==> config.mk <==
export PLATFORM = sky130hd
export DESIGN_NAME = axis_pkt_gen
export DESIGN_NICKNAME = d
export VERILOG_FILES = /design/src/rtl/axis_pkt_gen.sv
export SDC_FILE = /design/constraint.sdc
export NUM_CORES = 1
export LEC_CHECK = 0
export BUFFER_PORTS_ARGS = -buffer_cell sky130_fd_sc_hd__buf_2
export CAP_MARGIN = 15
export CORE_ASPECT_RATIO = 1.75
export CORE_MARGIN = 10
export CORE_UTILIZATION = 40
export CTS_CLUSTER_SIZE = 16
export DETAILED_ROUTE_END_ITERATION = 6
export SYNTH_ARGS = -nofsm -noshare
export SYNTH_HDL_FRONTEND = slang
export SYNTH_SLANG_ARGS = --single-unit
==> constraint.sdc <==
create_clock -name clk -period 28.4 [get_ports clk]
set_input_delay 5.68 -clock clk [delete_from_list [all_inputs] [get_ports clk]]
set_output_delay 5.68 -clock clk [all_outputs]
set_load 0.02 [all_outputs]
==> src/rtl/axis_pkt_gen.sv <==
// AXI-Stream transmit packet generator: fixed/incrementing/random lengths,
// incrementing-byte or LFSR payload, programmable gap and tuser error injection.
module axis_pkt_gen #(
  parameter int DATA_WIDTH = 64,
  parameter int KEEP_WIDTH = DATA_WIDTH / 8,
  parameter int LEN_WIDTH  = 14,
  parameter int CNT_WIDTH  = 32
) (
  input  logic                  clk,
  input  logic                  reset,
  input  logic                  start,
  input  logic                  stop,
  input  logic [31:0]           cfg_pkt_count,
  input  logic [1:0]            cfg_len_mode,
  input  logic [LEN_WIDTH-1:0]  cfg_len_min,
  input  logic [LEN_WIDTH-1:0]  cfg_len_max,
  input  logic                  cfg_pattern,
  input  logic [7:0]            cfg_ifg,
  input  logic [7:0]            cfg_err_every,
  output logic [DATA_WIDTH-1:0] m_axis_tdata,
  output logic [KEEP_WIDTH-1:0] m_axis_tkeep,
  output logic                  m_axis_tvalid,
  output logic                  m_axis_tlast,
  output logic                  m_axis_tuser,
  input  logic                  m_axis_tready,
  output logic                  busy,
  output logic                  done,
  output logic [CNT_WIDTH-1:0]  pkt_sent,
  output logic [CNT_WIDTH-1:0]  byte_sent
);

  // Handshake: a beat transfers on m_axis_tvalid & m_axis_tready; once tvalid is
  // high the registered beat fields hold until that transfer; tvalid never looks at tready.

  localparam int OFF_W = LEN_WIDTH + 1;
  localparam logic [OFF_W-1:0] KEEP_L = OFF_W'(KEEP_WIDTH);

  typedef enum logic [1:0] {S_IDLE, S_LOAD, S_SEND, S_GAP} state_t;
  state_t state;

  logic [31:0]          pkt_count_q;
  logic [1:0]           len_mode_q;
  logic [LEN_WIDTH-1:0] len_min_q, len_max_q;
  logic                 pattern_q;
  logic [7:0]           ifg_q, err_every_q;

  logic                 stop_pending;
  logic [LEN_WIDTH-1:0] cur_len;
  logic [OFF_W-1:0]     cur_off;
  logic [7:0]           seq;
  logic [31:0]          pay_lfsr;
  logic [15:0]          len_lfsr;
  logic [7:0]           err_phase, gap_cnt;
  logic [31:0]          pkt_num;

  function automatic logic [31:0] pay_adv(input logic [31:0] s);
    return {s[30:0], s[31] ^ s[21] ^ s[1] ^ s[0]};
  endfunction

  function automatic logic [15:0] len_adv(input logic [15:0] s);
    return {s[14:0], s[15] ^ s[13] ^ s[12] ^ s[10]};
  endfunction

  logic stop_any, hs, count_hit, run_end;
  assign stop_any  = stop_pending | stop;
  assign hs        = m_axis_tvalid & m_axis_tready;
  assign count_hit = (pkt_count_q != 32'd0) && (pkt_num + 32'd1 == pkt_count_q);
  assign run_end   = count_hit | stop_any;

  // Length of the next packet; in LOAD this yields the first packet's length.
  logic [LEN_WIDTH-1:0] span, mask, lfsr_bits, rnd, nxt_len;
  logic [LEN_WIDTH:0]   rsum;
  logic [15:0]          len_src;
  logic                 first;
  always_comb begin
    first   = (state == S_LOAD);
    len_src = first ? 16'hACE1 : len_lfsr;
    span    = len_max_q - len_min_q;
    mask    = span;
    for (int i = 1; i < LEN_WIDTH; i = i * 2) mask = mask | (mask >> i);
    lfsr_bits = '0;
    for (int i = 0; i < LEN_WIDTH && i < 16; i++) lfsr_bits[i] = len_src[i];
    rnd  = lfsr_bits & mask;
    rsum = {1'b0, len_min_q} + {1'b0, rnd};
    if (rsum > {1'b0, len_max_q}) rsum = rsum - ({1'b0, span} + 1'b1);
    case (len_mode_q)
      2'd1:    nxt_len = (first || cur_len >= len_max_q) ? len_min_q : cur_len + 1'b1;
      2'd2:    nxt_len = rsum[LEN_WIDTH-1:0];
      default: nxt_len = len_min_q;
    endcase
  end

  logic [7:0] err_phase_nxt;
  logic       err_cur, err_nxt;
  assign err_phase_nxt = (err_phase >= err_every_q) ? 8'd1 : err_phase + 8'd1;
  assign err_cur = (err_every_q != 8'd0) && (err_phase == err_every_q);
  assign err_nxt = (err_every_q != 8'd0) && (err_phase_nxt == err_every_q);

  // Select which beat to present next, then build it.
  logic [LEN_WIDTH-1:0]  b_len;
  logic [OFF_W-1:0]      b_off, rem;
  logic [7:0]            b_seq, b_byte;
  logic [31:0]           b_lfsr;
  logic                  b_err, b_last, b_user, beat_load;
  logic [DATA_WIDTH-1:0] b_data;
  logic [KEEP_WIDTH-1:0] b_keep;
  always_comb begin
    beat_load = 1'b0;
    b_len  = nxt_len;
    b_off  = '0;
    b_seq  = seq + 8'd1;
    b_lfsr = pay_adv(pay_lfsr);
    b_err  = err_nxt;
    case (state)
      S_LOAD: begin
        beat_load = !stop_any;
        b_seq     = 8'd0;
        b_lfsr    = 32'hFFFF_FFFF;
        b_err     = (err_every_q == 8'd1);
      end
      S_GAP: begin
        beat_load = !stop_any && gap_cnt == 8'd0;
        b_len     = cur_len;
        b_seq     = seq;
        b_lfsr    = pay_lfsr;
        b_err     = err_cur;
      end
      S_SEND: begin
        if (!m_axis_tlast) begin
          beat_load = hs;
          b_len     = cur_len;
          b_off     = cur_off + KEEP_L;
          b_seq     = seq;
          b_err     = err_cur;
        end else begin
          beat_load = hs && !run_end && ifg_q == 8'd0;
        end
      end
      default: ;
    endcase

    rem    = {1'b0, b_len} - b_off;
    b_last = (rem <= KEEP_L);
    b_user = b_last & b_err;
    for (int i = 0; i < KEEP_WIDTH; i++) begin
      b_keep[i] = !b_last || (OFF_W'(i) < rem);
      b_byte    = pattern_q ? b_lfsr[8*(i%4) +: 8] : b_seq + 8'(b_off) + 8'(i);
      b_data[8*i +: 8] = b_keep[i] ? b_byte : 8'h00;
    end
  end

  always_ff @(posedge clk or posedge reset) begin
    if (reset) begin
      state         <= S_IDLE;
      pkt_count_q   <= '0;
      len_mode_q    <= '0;
      len_min_q     <= '0;
      len_max_q     <= '0;
      pattern_q     <= 1'b0;
      ifg_q         <= '0;
      err_every_q   <= '0;
      stop_pending  <= 1'b0;
      cur_len       <= '0;
      cur_off       <= '0;
      seq           <= '0;
      pay_lfsr      <= '0;
      len_lfsr      <= '0;
      err_phase     <= '0;
      gap_cnt       <= '0;
      pkt_num       <= '0;
      m_axis_tdata  <= '0;
      m_axis_tkeep  <= '0;
      m_axis_tvalid <= 1'b0;
      m_axis_tlast  <= 1'b0;
      m_axis_tuser  <= 1'b0;
      busy          <= 1'b0;
      done          <= 1'b0;
      pkt_sent      <= '0;
      byte_sent     <= '0;
    end else begin
      done <= 1'b0;
      if (beat_load) begin
        m_axis_tdata <= b_data;
        m_axis_tkeep <= b_keep;
        m_axis_tlast <= b_last;
        m_axis_tuser <= b_user;
      end
      case (state)
        S_IDLE: begin
          stop_pending <= start & stop;
          if (start) begin
            pkt_count_q <= cfg_pkt_count;
            len_mode_q  <= cfg_len_mode;
            len_min_q   <= cfg_len_min;
            len_max_q   <= (cfg_len_max < cfg_len_min) ? cfg_len_min : cfg_len_max;
            pattern_q   <= cfg_pattern;
            ifg_q       <= cfg_ifg;
            err_every_q <= cfg_err_every;
            busy        <= 1'b1;
            state       <= S_LOAD;
          end
        end
        S_LOAD: begin
          stop_pending <= stop_any;
          pkt_sent     <= '0;
          byte_sent    <= '0;
          pkt_num      <= '0;
          seq          <= '0;
          pay_lfsr     <= 32'hFFFF_FFFF;
          len_lfsr     <= len_adv(16'hACE1);
          cur_len      <= nxt_len;
          cur_off      <= '0;
          err_phase    <= 8'd1;
          if (stop_any) begin
            busy  <= 1'b0;
            done  <= 1'b1;
            state <= S_IDLE;
          end else begin
            m_axis_tvalid <= 1'b1;
            state         <= S_SEND;
          end
        end
        S_SEND: begin
          stop_pending <= stop_any;
          if (hs) begin
            pay_lfsr <= pay_adv(pay_lfsr);
            if (!m_axis_tlast) begin
              cur_off <= cur_off + KEEP_L;
            end else begin
              pkt_sent  <= pkt_sent + 1'b1;
              byte_sent <= byte_sent + CNT_WIDTH'(cur_len);
              pkt_num   <= pkt_num + 32'd1;
              seq       <= seq + 8'd1;
              cur_len   <= nxt_len;
              len_lfsr  <= len_adv(len_lfsr);
              err_phase <= err_phase_nxt;
              cur_off   <= '0;
              if (run_end) begin
                m_axis_tvalid <= 1'b0;
                busy          <= 1'b0;
                done          <= 1'b1;
                state         <= S_IDLE;
              end else if (ifg_q != 8'd0) begin
                m_axis_tvalid <= 1'b0;
                gap_cnt       <= ifg_q - 8'd1;
                state         <= S_GAP;
              end
            end
          end
        end
        S_GAP: begin
          stop_pending <= stop_any;
          if (stop_any) begin
            busy  <= 1'b0;
            done  <= 1'b1;
            state <= S_IDLE;
          end else if (gap_cnt == 8'd0) begin
            m_axis_tvalid <= 1'b1;
            state         <= S_SEND;
          end else begin
            gap_cnt <= gap_cnt - 8'd1;
          end
        end
        default: state <= S_IDLE;
      endcase
    end
  end

endmodule

# After elaboration in Yosys (flattened, before gate mapping)
# Cells that the tools add are included.
dict set report word_totals {
  ff_bits 356
  in_bits 84
  out_inout_bits 141
  elab_cells 227
}
dict set report classes {
  addsub 22
  magnitude_cmp 13
  n_eq_ne 22
  muxes 92
  bitwise_logic 16
  n_reduce_logical 36
}
# op n
set op_table {}
lappend op_table {{case mux 32 bit (2 select lines)} 5}
lappend op_table {{two-way mux 32 bit} 7}
lappend op_table {{two-way mux 8 bit} 27}
lappend op_table {{two-way mux 14 bit} 6}
lappend op_table {{case mux 14 bit (2 select lines)} 3}
lappend op_table {{adder 32 x 1 -> 32 bit (second input constant)} 2}
lappend op_table {{< comparator 3 x 15 -> 1 bit (first input constant)} 4}
lappend op_table {{case mux 8 bit (2 select lines)} 3}
lappend op_table {{two-way mux 15 bit} 3}
lappend op_table {{adder 32 x 14 -> 32 bit} 1}
lappend op_table {{adder 8 x 3 -> 8 bit (second input constant)} 4}
lappend op_table {{== test 32 bit} 1}
lappend op_table {{two-way mux 16 bit} 2}
lappend op_table {{case mux 16 bit (2 select lines)} 1}
lappend op_table {{nonzero test 32 bit} 1}
lappend op_table {{< comparator 1 x 15 -> 1 bit (first input constant)} 2}
lappend op_table {{< comparator 2 x 15 -> 1 bit (first input constant)} 2}
lappend op_table {{case mux 15 bit (2 select lines)} 1}
lappend op_table {{adder 14 x 1 -> 14 bit (second input constant)} 2}
lappend op_table {{subtractor 14 bit} 2}
lappend op_table {{adder 8 x 1 -> 8 bit (second input constant)} 3}
lappend op_table {{case mux 8 bit (3 select lines)} 1}
lappend op_table {{!= test 2 bit (second input constant)} 10}
lappend op_table {{two-way mux 1 bit} 18}
lappend op_table {{other kinds (43)} 90}

# Logic depth before layout (Yosys ltp)
# Gate-level depths: netlist of run 1.
dict set report logic_depth {
  word_depth 17
  depth_mapped 45
}

# Worst setup path before layout of run 1
# No wires, ideal clock.
dict set report synth_timing {
  path_kind {register to register}
  from {register len_min_q[2]}
  to {register m_axis_tdata[0]}
  arrival_ns 9.871
  required_time_ns 28.275
  slack_ns 18.404
  path_stages_with_launch 44
  path_buffers 2
  synth_period_minus_slack_ns 9.996
  cell_sequence {dfrtp_1 -> inv_1 -> ha_1 -> nor2b_1 -> o21a_1 -> o21a_1 -> o41a_1 -> a21oi_1 -> xnor2_1 -> or3_1 -> nor4_1 -> a21oi_1 -> ha_1 -> inv_1 -> fa_1 -> nor2b_1 -> o31a_1 -> o311ai_0 -> [8 not listed] -> o31ai_1 -> nor2_1 -> clkbuf_1 -> mux2i_1 -> o2111ai_1 -> o21ai_0 -> ha_1 -> fa_1 -> nand2b_1 -> a21bo_2 -> a211oi_1 -> o21ai_0 -> a221oi_1 -> nand4_1 -> nor3b_2 -> clkbuf_1 -> a31oi_1 -> mux2_4}
}
dict set report synth_between {
  elab_chain_len 17
}
# item line
set synth_lines {}
lappend synth_lines {{start, declared} 43} ;# logic [LEN_WIDTH-1:0] len_min_q, len_max_q;
lappend synth_lines {{start signal, assigned} 194} ;# len_min_q <= cfg_len_min;
lappend synth_lines {{subtractor 14 bit} 78} ;# span = len_max_q - len_min_q;
lappend synth_lines {{OR 14 x 13 -> 14 bit} 80} ;# for (int i = 1; i < LEN_WIDTH; i = i * 2) mask = mask | (mask >> i);
lappend synth_lines {{OR 14 x 12 -> 14 bit} 80}
lappend synth_lines {{OR 14 x 10 -> 14 bit} 80}
lappend synth_lines {{OR 14 x 6 -> 14 bit} 80}
lappend synth_lines {{bitwise AND 14 bit} 83} ;# rnd = lfsr_bits & mask;
lappend synth_lines {{adder 14 x 14 -> 15 bit} 84} ;# rsum = {1'b0, len_min_q} + {1'b0, rnd};
lappend synth_lines {{subtractor 14 bit or greater-than comparator 15 x 14 -> 1 bit (tied branches)} 85} ;# if (rsum > {1'b0, len_max_q}) rsum = rsum - ({1'b0, span} + 1'b1);
lappend synth_lines {{two-way mux 14 bit} 85}
lappend synth_lines {{case mux 14 bit (2 select lines) (*)} 86} ;# case (len_mode_q)
lappend synth_lines {{two-way mux 14 bit} 129} ;# if (!m_axis_tlast) begin
lappend synth_lines {{case mux 14 bit (2 select lines) (*)} 114} ;# case (state)
lappend synth_lines {{subtractor 14 x 15 -> 15 bit (*)} 142} ;# rem = {1'b0, b_len} - b_off;
lappend synth_lines {{less-or-equal comparator 15 x 4 -> 1 bit} 143} ;# b_last = (rem <= KEEP_L);
lappend synth_lines {{zero test 1 bit} 146} ;# b_keep[i] = !b_last || (OFF_W'(i) < rem);
lappend synth_lines {{logical OR 1 bit (*)} 146}
lappend synth_lines {{two-way mux 8 bit (*)} 148} ;# b_data[8*i +: 8] = b_keep[i] ? b_byte : 8'h00;
lappend synth_lines {{end signal, assigned} 183} ;# m_axis_tdata <= b_data;
lappend synth_lines {{end, declared} 20} ;# output logic [DATA_WIDTH-1:0] m_axis_tdata,
# Mark *: on every way between the ends. The rest lies on a longest branch, timed or not.
# A chain may end at the register's enable or synchronous reset.

# Final worst setup path of run 1
dict set report layout_timing {
  from {register len_min_q[2]}
  to {register m_axis_tdata[50]}
}
# The elaborated chain is that of the path after synthesis.

==> results of run 1 <==
==> final cells by class <==
type                            instances  area [um^2]
Tap cell                              793          992
Inverter                              143          544
Fill cell                            6013        33300
Sequential cell                       356         8910
Multi-Input combinational cell       2175        14700
Antenna cell                            2         5.00
Clock buffer                           44         1020
Timing Repair Buffer                  253         1360
Clock inverter                         23          304
==> power groups by stage <==
| stage | Sequential, mW | Combinational (mW) | Clock, mW |
|---|---|---|---|
| floorplan | 0.782 | 1.78 | 0 |
| global placement | 0.781 | 2.42 | 0 |
| detailed placement | 0.785 | 2.45 | 0 |
| CTS | 0.776 | 2.46 | 0.562 |
| global route | 0.794 | 2.72 | 0.580 |
| finish | 0.775 | 2.47 | 0.546 |
==> layer usage <==
layer	share of wire, %	wire length (um)
met2	52	42500
met1	38	31100
met3	4.3	3540
met4	6.0	4960
met5	0.016	13
==> placed cells by master, fill, tap and decap left out, types with 17 or more instances in the layout <==
cell type / netlist / routed
dfrtp_1: 356 / 354
o21ai_0: 261 / 261
nor2_1: 258 / 256
nand2_1: 248 / 247
buf_2: 17 / 224
a21oi_1: 164 / 164
ha_1: 142 / 142
inv_1: 142 / 141
xnor2_1: 114 / 114
nand3_1: 100 / 100
mux2_2: 78 / 78
xor2_1: 76 / 76
mux2i_1: 57 / 57
nor3_1: 44 / 43
nand4_1: 42 / 42
a31oi_1: 40 / 40
clkbuf_16: 0 / 39
a21o_1: 35 / 35
o211ai_1: 33 / 33
mux2_4: 31 / 31
or3_1: 30 / 30
nor4_1: 29 / 29
buf_4: 1 / 28
nand3b_1: 27 / 27
o21a_1: 25 / 25
nand2b_1: 25 / 24
and3_1: 23 / 23
o31ai_1: 23 / 22
nor2b_1: 21 / 20
and4_1: 20 / 20
and2_1: 19 / 19
a211oi_1: 17 / 17
or2_2: 17 / 17
==> through the flow <==
stage	hold WS (ns)	utilization [%]	worst slack, ns
after floorplan	0.444	-	12.84
after global placement	0.460	43.3	17.17
after detailed placement	0.466	43.3	17.02
after CTS	0.483	45.5	16.96
after global routing	0.504	45.6	16.16
final	0.477	45.6	16.92
==> worst min-delay path: stages (launching register included) <==
cell and delay, ns:
dfrtp_1 0.34, nand2_1 0.04, o21ai_0 0.06
==> final timing paths <==
check                             start  cells after the start               end  slack (ns)
setup / recovery           len_min_q[2]                     38  m_axis_tdata[50]       16.92
max in group asynchronous         reset                      5       pkt_num[15]       21.19
hold / removal              len_lfsr[3]                      2       len_lfsr[4]        0.48
hold reg to reg             len_lfsr[3]                      2       len_lfsr[4]        0.48
setup reg to reg           len_min_q[2]                     38  m_axis_tdata[50]       16.92
min in group asynchronous         reset                      2  m_axis_tdata[59]        5.19
==> state kept, by name, summed over array words and instances, names as in the netlist, 14 cells and up <==
name / count
pkt_num: 32
len_max_q: 14
len_lfsr: 16
byte_sent: 32
pay_lfsr: 32
len_min_q: 14
m_axis_tdata: 64
pkt_count_q: 32
pkt_sent: 32
cur_len: 14
cur_off: 15
==> cells by family (layout without fill, tap and decap cells) <==
| group | after synthesis | after routing | synth area share [%] |
|---|---|---|---|
| AND/OR/NAND/NOR | 926 | 926 | 18.3 |
| AO/OA/AOI/OAI | 745 | 745 | 18.8 |
| flip-flops | 356 | 356 | 36.1 |
| buffers and inverters | 285 | 463 | 4.59 |
| XOR/XNOR | 190 | 190 | 6.74 |
| multiplexers | 166 | 166 | 7.76 |
| adder cells (fa/ha/maj) | 148 | 148 | 7.69 |
| other | 0 | 2 | 0 |
==> summary.md, run 1 <==
| Metric | Value |
|---|---|
| Root Buffer | `clkbuf_16` |
| Postcts setup bufs | `0` |
| Count leader, synth | `dfrtp_1` |
| Num CTS Buffers | `38` |
| Main synth FF type | `dfrtp_1` |
| Synth unique cells | `85` |
| Max_slew headroom | `23.0%` |
| Register area share after synthesis | `36.1%` |
| Post-Syn Nets | `3,048` |
| Post-Layout Cell Count | `3,789` |
| Layout cell share with drive strength beyond 1 | `15.8%` |
| Critical Path Fanout Max | `27` |
| Maxcap violations | `0` |
| Iteration-0 DRC Markers | `1,264` |
| Core Area | `61,100 um^2` |
| GRT Resource Usage Total | `22.1%` |
| Status | `finished, final reports clean` |
| Achievable Freq | `87.1 MHz` |
| Yosys reg bits | `356` |
| P_leak | `12.3 nW` |
| First-pass GRT wire length | `129 mm` |
| Fin. Hold Viols | `0` |
| Worst clock skew | `0.0255 ns` |
| Avg Cell Area, Syn | `8.76 um^2` |
| Grt met1 use | `24.0%` |
| CTS tree | `built` |
| Final Max Tran Viols | `0` |
| Detailed-placement wirelength estimate | `62.8 mm` |
| Clock power frac | `14.4%` |
| Global routing's busiest layer | `met2` |
| Hold bufs inserted after CTS | `0` |
| Count of final setup violators | `0` |
| Post-CTS Resized | `0` |
| Placed inst area | `26,500 um^2` |
| Worst Tran Pin Value | `1.16 ns` |
| Worst vdd rail ir drop | `0.000152 V` |
| Fin area | `27,800 um^2` |
| Vias | `21,900` |
| Top cells by count, synth | `356 x dfrtp_1, 261 x o21ai_0, 258 x nor2_1, 248 x nand2_1, 164 x a21oi_1` |
| Post-Syn Area | `24,700 um^2` |
| CP delay by family, top | `compound AO/OA/AOI/OAI gates` |
| Post-Syn Instances | `2,816` |
| Nets | `3,199` |
| Sequential power share | `20.4%` |
| Rows | `120` |
| I/O Buffers | `224` |
| Critical path class | `flop to flop` |
| Vias in the first global route | `22,200` |
| Area contributors post-synth | `dfrtp_1 36%, ha_1 7.2%, o21ai_0 5.3%` |
| Pre-Repair DR Iteration Count | `6` |
| M3 GR Usage | `3.34%` |
| P_sw | `1.84 mW` |
| DRC | `0` |
| Synth area leader | `dfrtp_1` |
| I/O Pins | `225` |
| Initial antenna violation count | `4` |
| Biggest cell delay along the critical path | `0.72 ns` |
| Hold/Removal Path Class | `flop to flop` |
| Clock-pin slew on the worst setup and hold paths | `0.06 ns` |
| Sw Share | `48.6%` |
| RSZ-0062 raised after global routing | `no` |
| Critical path launch point type | `flop` |
| Power Dens Cells | `136 nW/um^2` |
| Clock Latency Late Sink | `0.60 ns` |
| Number of H-tree levels | `2` |
| Fin Setup TNS | `0 ns` |
| Critical path arrival | `11.95 ns` |
| Buf/Inv on CP | `2` |
| Die height | `349 um` |
| Combinational share of power | `65.1%` |
| Critical Path RT | `28.87 ns` |
| Slowest CP cell | `or2_1` |
| Routed wire length | `82.2 mm` |
| Pint | `1.95 mW` |
| Largest net degree at the start of global routing | `97` |
| Fraction of registers with async set/reset | `100%` |
| Wirelength per Cell | `21.7 um` |
| Top-area cell type share of the netlist area | `36.1%` |
| CTS Buffer Depth | `3` |
| Final cycle utilization of the critical path | `40.4%` |
| Clock sinks | `356` |
| Crit end category | `flop` |
| Met2 Use GR | `40.5%` |
| Area grow syn2layout | `12.9%` |
| Synth warn | `0` |
| Tmin final | `11.48 ns` |
| Vias per cell | `5.77` |
| Initial Util | `40.4%` |
| Grt ovf | `0` |
| Total Power | `3.79 mW` |
| Total Die Area | `72,400 um^2` |
| Cells after DPL | `3,719` |
| Routed Antenna Nets | `0` |
| Post-synth EDFFs | `0` |
| Final Wtd Congestion | `0.943` |
| Chip Width | `208 um` |
Note: power is estimated with default switching activity, not from simulation.
==> inputs of run 2 (changes only) <==
==> constraint.sdc (replaced) <==
create_clock -name clk -period 11.34 [get_ports clk]
set_input_delay 2.268 -clock clk [delete_from_list [all_inputs] [get_ports clk]]
set_output_delay 2.268 -clock clk [all_outputs]
set_load 0.02 [all_outputs]
==> run 2 against run 1 <==
Net effect: maximum frequency is 7.4% higher; first-iteration DRC count is 8.9% higher; power rose to 2.5 times the previous value; global-route usage fell by 0.12 points; final area is essentially flat; sequential power grew to 2.5 times the previous value; setup slack got worse by 16 ns; non-clock buffer count rose by 10; sequential share of layout area barely moved; clock skew about the same; sequential cell count stayed put; critical endpoint is now m_axis_tdata[4]; largest power group unchanged.
==> summary.md, run 2 (synthesis gave the netlist of run 1 again) <==
| Metric | Value |
|---|---|
| Status | `finished, final reports clean` |
| Number of H-tree levels | `2` |
| Highest metal used | `met5` |
| Initial antenna violation count | `5` |
| Final Max Tran Viols | `0` |
| Pint | `4.87 mW` |
| Critical path launch point type | `flop` |
| Grt ovf | `0` |
| Layout cell share with drive strength beyond 1 | `15.9%` |
| Fin Setup TNS | `0 ns` |
| Critical Path RT | `11.81 ns` |
| Met2 wire len | `43.0 mm` |
| Core Area | `61,100 um^2` |
| Placed inst area | `26,600 um^2` |
| First-pass GRT wire length | `129 mm` |
| Routed Antenna Nets | `0` |
| Largest net degree at the start of global routing | `89` |
| Count of final setup violators | `0` |
| Wirelength per Cell | `21.7 um` |
| Biggest register | `m_axis_tdata` |
| Chip Width | `208 um` |
| Biggest cell delay along the critical path | `0.50 ns` |
| Die height | `349 um` |
| P_leak | `12.3 nW` |
| Hold/Removal Path Class | `flop to flop` |
| Pre-Repair DR Iteration Count | `6` |
| Combinational share of power | `66.3%` |
| Clock power frac | `13.4%` |
| Critical path class | `flop to flop` |
| Detailed-placement wirelength estimate | `63.1 mm` |
| RR Startpoint | `len_max_q[0]` |
| Root Buffer | `clkbuf_16` |
| Critical R2R Capture | `m_axis_tdata[4]` |
| Hold bufs inserted after CTS | `0` |
| Leading cell type in the layout, fill and taps excluded | `dfrtp_1` |
| DRC | `0` |
| Initial Util | `40.4%` |
| Worst Hold Path Cells | `2` |
| Number of flip-flops in the largest register | `64` |
| Power Dens Cells | `345 nW/um^2` |
| Critical path arrival | `11.16 ns` |
| Hold endpoint | `len_lfsr[5]` |
| RSZ-0062 raised after global routing | `no` |
| Vias in the first global route | `22,200` |
| Critical path startpoint | `len_max_q[0]` |
| Clock sinks | `356` |
| Sequential power share | `20.3%` |
| Clock-pin slew on the worst setup and hold paths | `0.06 ns` |
| Worst vdd rail ir drop | `0.000396 V` |
| Num CTS Buffers | `38` |
| Max_slew headroom | `20.1%` |
| Critical Path Fanout Max | `36` |
| I/O Buffers | `224` |
| CTS Buffer Depth | `3` |
| Vias per cell | `5.80` |
| Worst Hold Launch | `len_lfsr[4]` |
| Maxcap violations | `0` |
| CTS tree | `built` |
| Clock Latency Late Sink | `0.59 ns` |
| Tmin final | `10.69 ns` |
| Achievable Freq | `93.6 MHz` |
| Vias | `22,000` |
| Rows | `120` |
| Fin area | `27,800 um^2` |
| GRT Resource Usage Total | `22.0%` |
| Reg2Reg Setup Slack | `0.65 ns` |
| Worst hold slack | `0.480 ns` |
| Crit end category | `flop` |
| Nets | `3,209` |
| Routed wire length | `82.5 mm` |
| Worst clock skew | `0.0259 ns` |
| Total Die Area | `72,400 um^2` |
| Final Wtd Congestion | `1.01` |
| I/O Pins | `225` |
| Worst Tran Pin Value | `1.18 ns` |
| Area grow syn2layout | `12.8%` |
| P_sw | `4.72 mW` |
| Sw Share | `49.2%` |
| Slowest CP cell | `o311ai_0` |
| Final cycle utilization of the critical path | `94.2%` |
| Fin. Hold Viols | `0` |
| Wire length on met3 | `3.51 mm` |
| Iteration-0 DRC Markers | `1,376` |
| Most frequent cells in the layout | `354 x dfrtp_1, 261 x o21ai_0, 256 x nor2_1, 247 x nand2_1, 224 x buf_2` |
| Metal-1 WL | `31.1 mm` |
| R2R depth | `44` |
-- run 2: metal layers --
layer | global-route usage, % | vias to the layer above
li1 | - | 10400
met1 | 23.1 | 10700
met2 | 40.8 | 655
met3 | 3.59 | 226
met4 | 12.3 | 4
met5 | 0 | -
-- run 2: layout make-up --
cell class	count	area (um^2)
Sequential cell	356	8910
Clock inverter	13	150
Fill cell	5949	33300
Antenna cell	2	5.00
Clock buffer	53	1090
Tap cell	793	992
Inverter	143	541
Multi-Input combinational cell	2175	14700
Timing Repair Buffer	263	1440
-- run 2: stage by stage --
stage,cells,setup WS [ns],power [mW],util [%]
6_report,3798,0.655,9.59,45.5
5_1_grt,3797,0.0426,10.3,45.5
4_1_cts,3796,0.838,9.54,45.5
3_5_place_dp,3730,0.871,8.21,43.5
3_3_place_gp,3729,1.05,8.11,43.5
2_1_floorplan,2816,1.34,6.41,-
-- run 2: worst max-delay path by stage --
stage                                  to  slack [ns]  depth (start not counted)
after floorplan           m_axis_tdata[0]        1.34                         43
final                     m_axis_tdata[4]        0.65                         44
after global routing      m_axis_tdata[2]        0.04                         44
after global placement    m_axis_tdata[4]        1.05                         43
after CTS                 m_axis_tkeep[0]        0.84                         44
after detailed placement  m_axis_tdata[4]        0.87                         44
-- run 2: repair_timing --
item	CTS	global route
buffers inserted	0	0
resized for setup	0	1
endpoints found under the setup margin	0	1
-- run 2: worst max-delay path, delay by kind of cell, from the launching register on --
kind            cells  cell delay [ns]
fa+ha+maj           6             1.51
flops               1             0.41
simple gates       13             3.03
buf+inv             6             0.99
xor+xnor            1             0.17
mux                 2             0.63
compound gates     16             3.78
-- run 2: power groups by stage --
stage	Sequential [mW]	Clock [mW]	Combinational [mW]
after floorplan	1.96	0	4.45
after CTS	1.95	1.32	6.27
after detailed placement	1.97	0	6.24
after global routing	1.99	1.37	6.93
final	1.95	1.29	6.35
after global placement	1.96	0	6.15
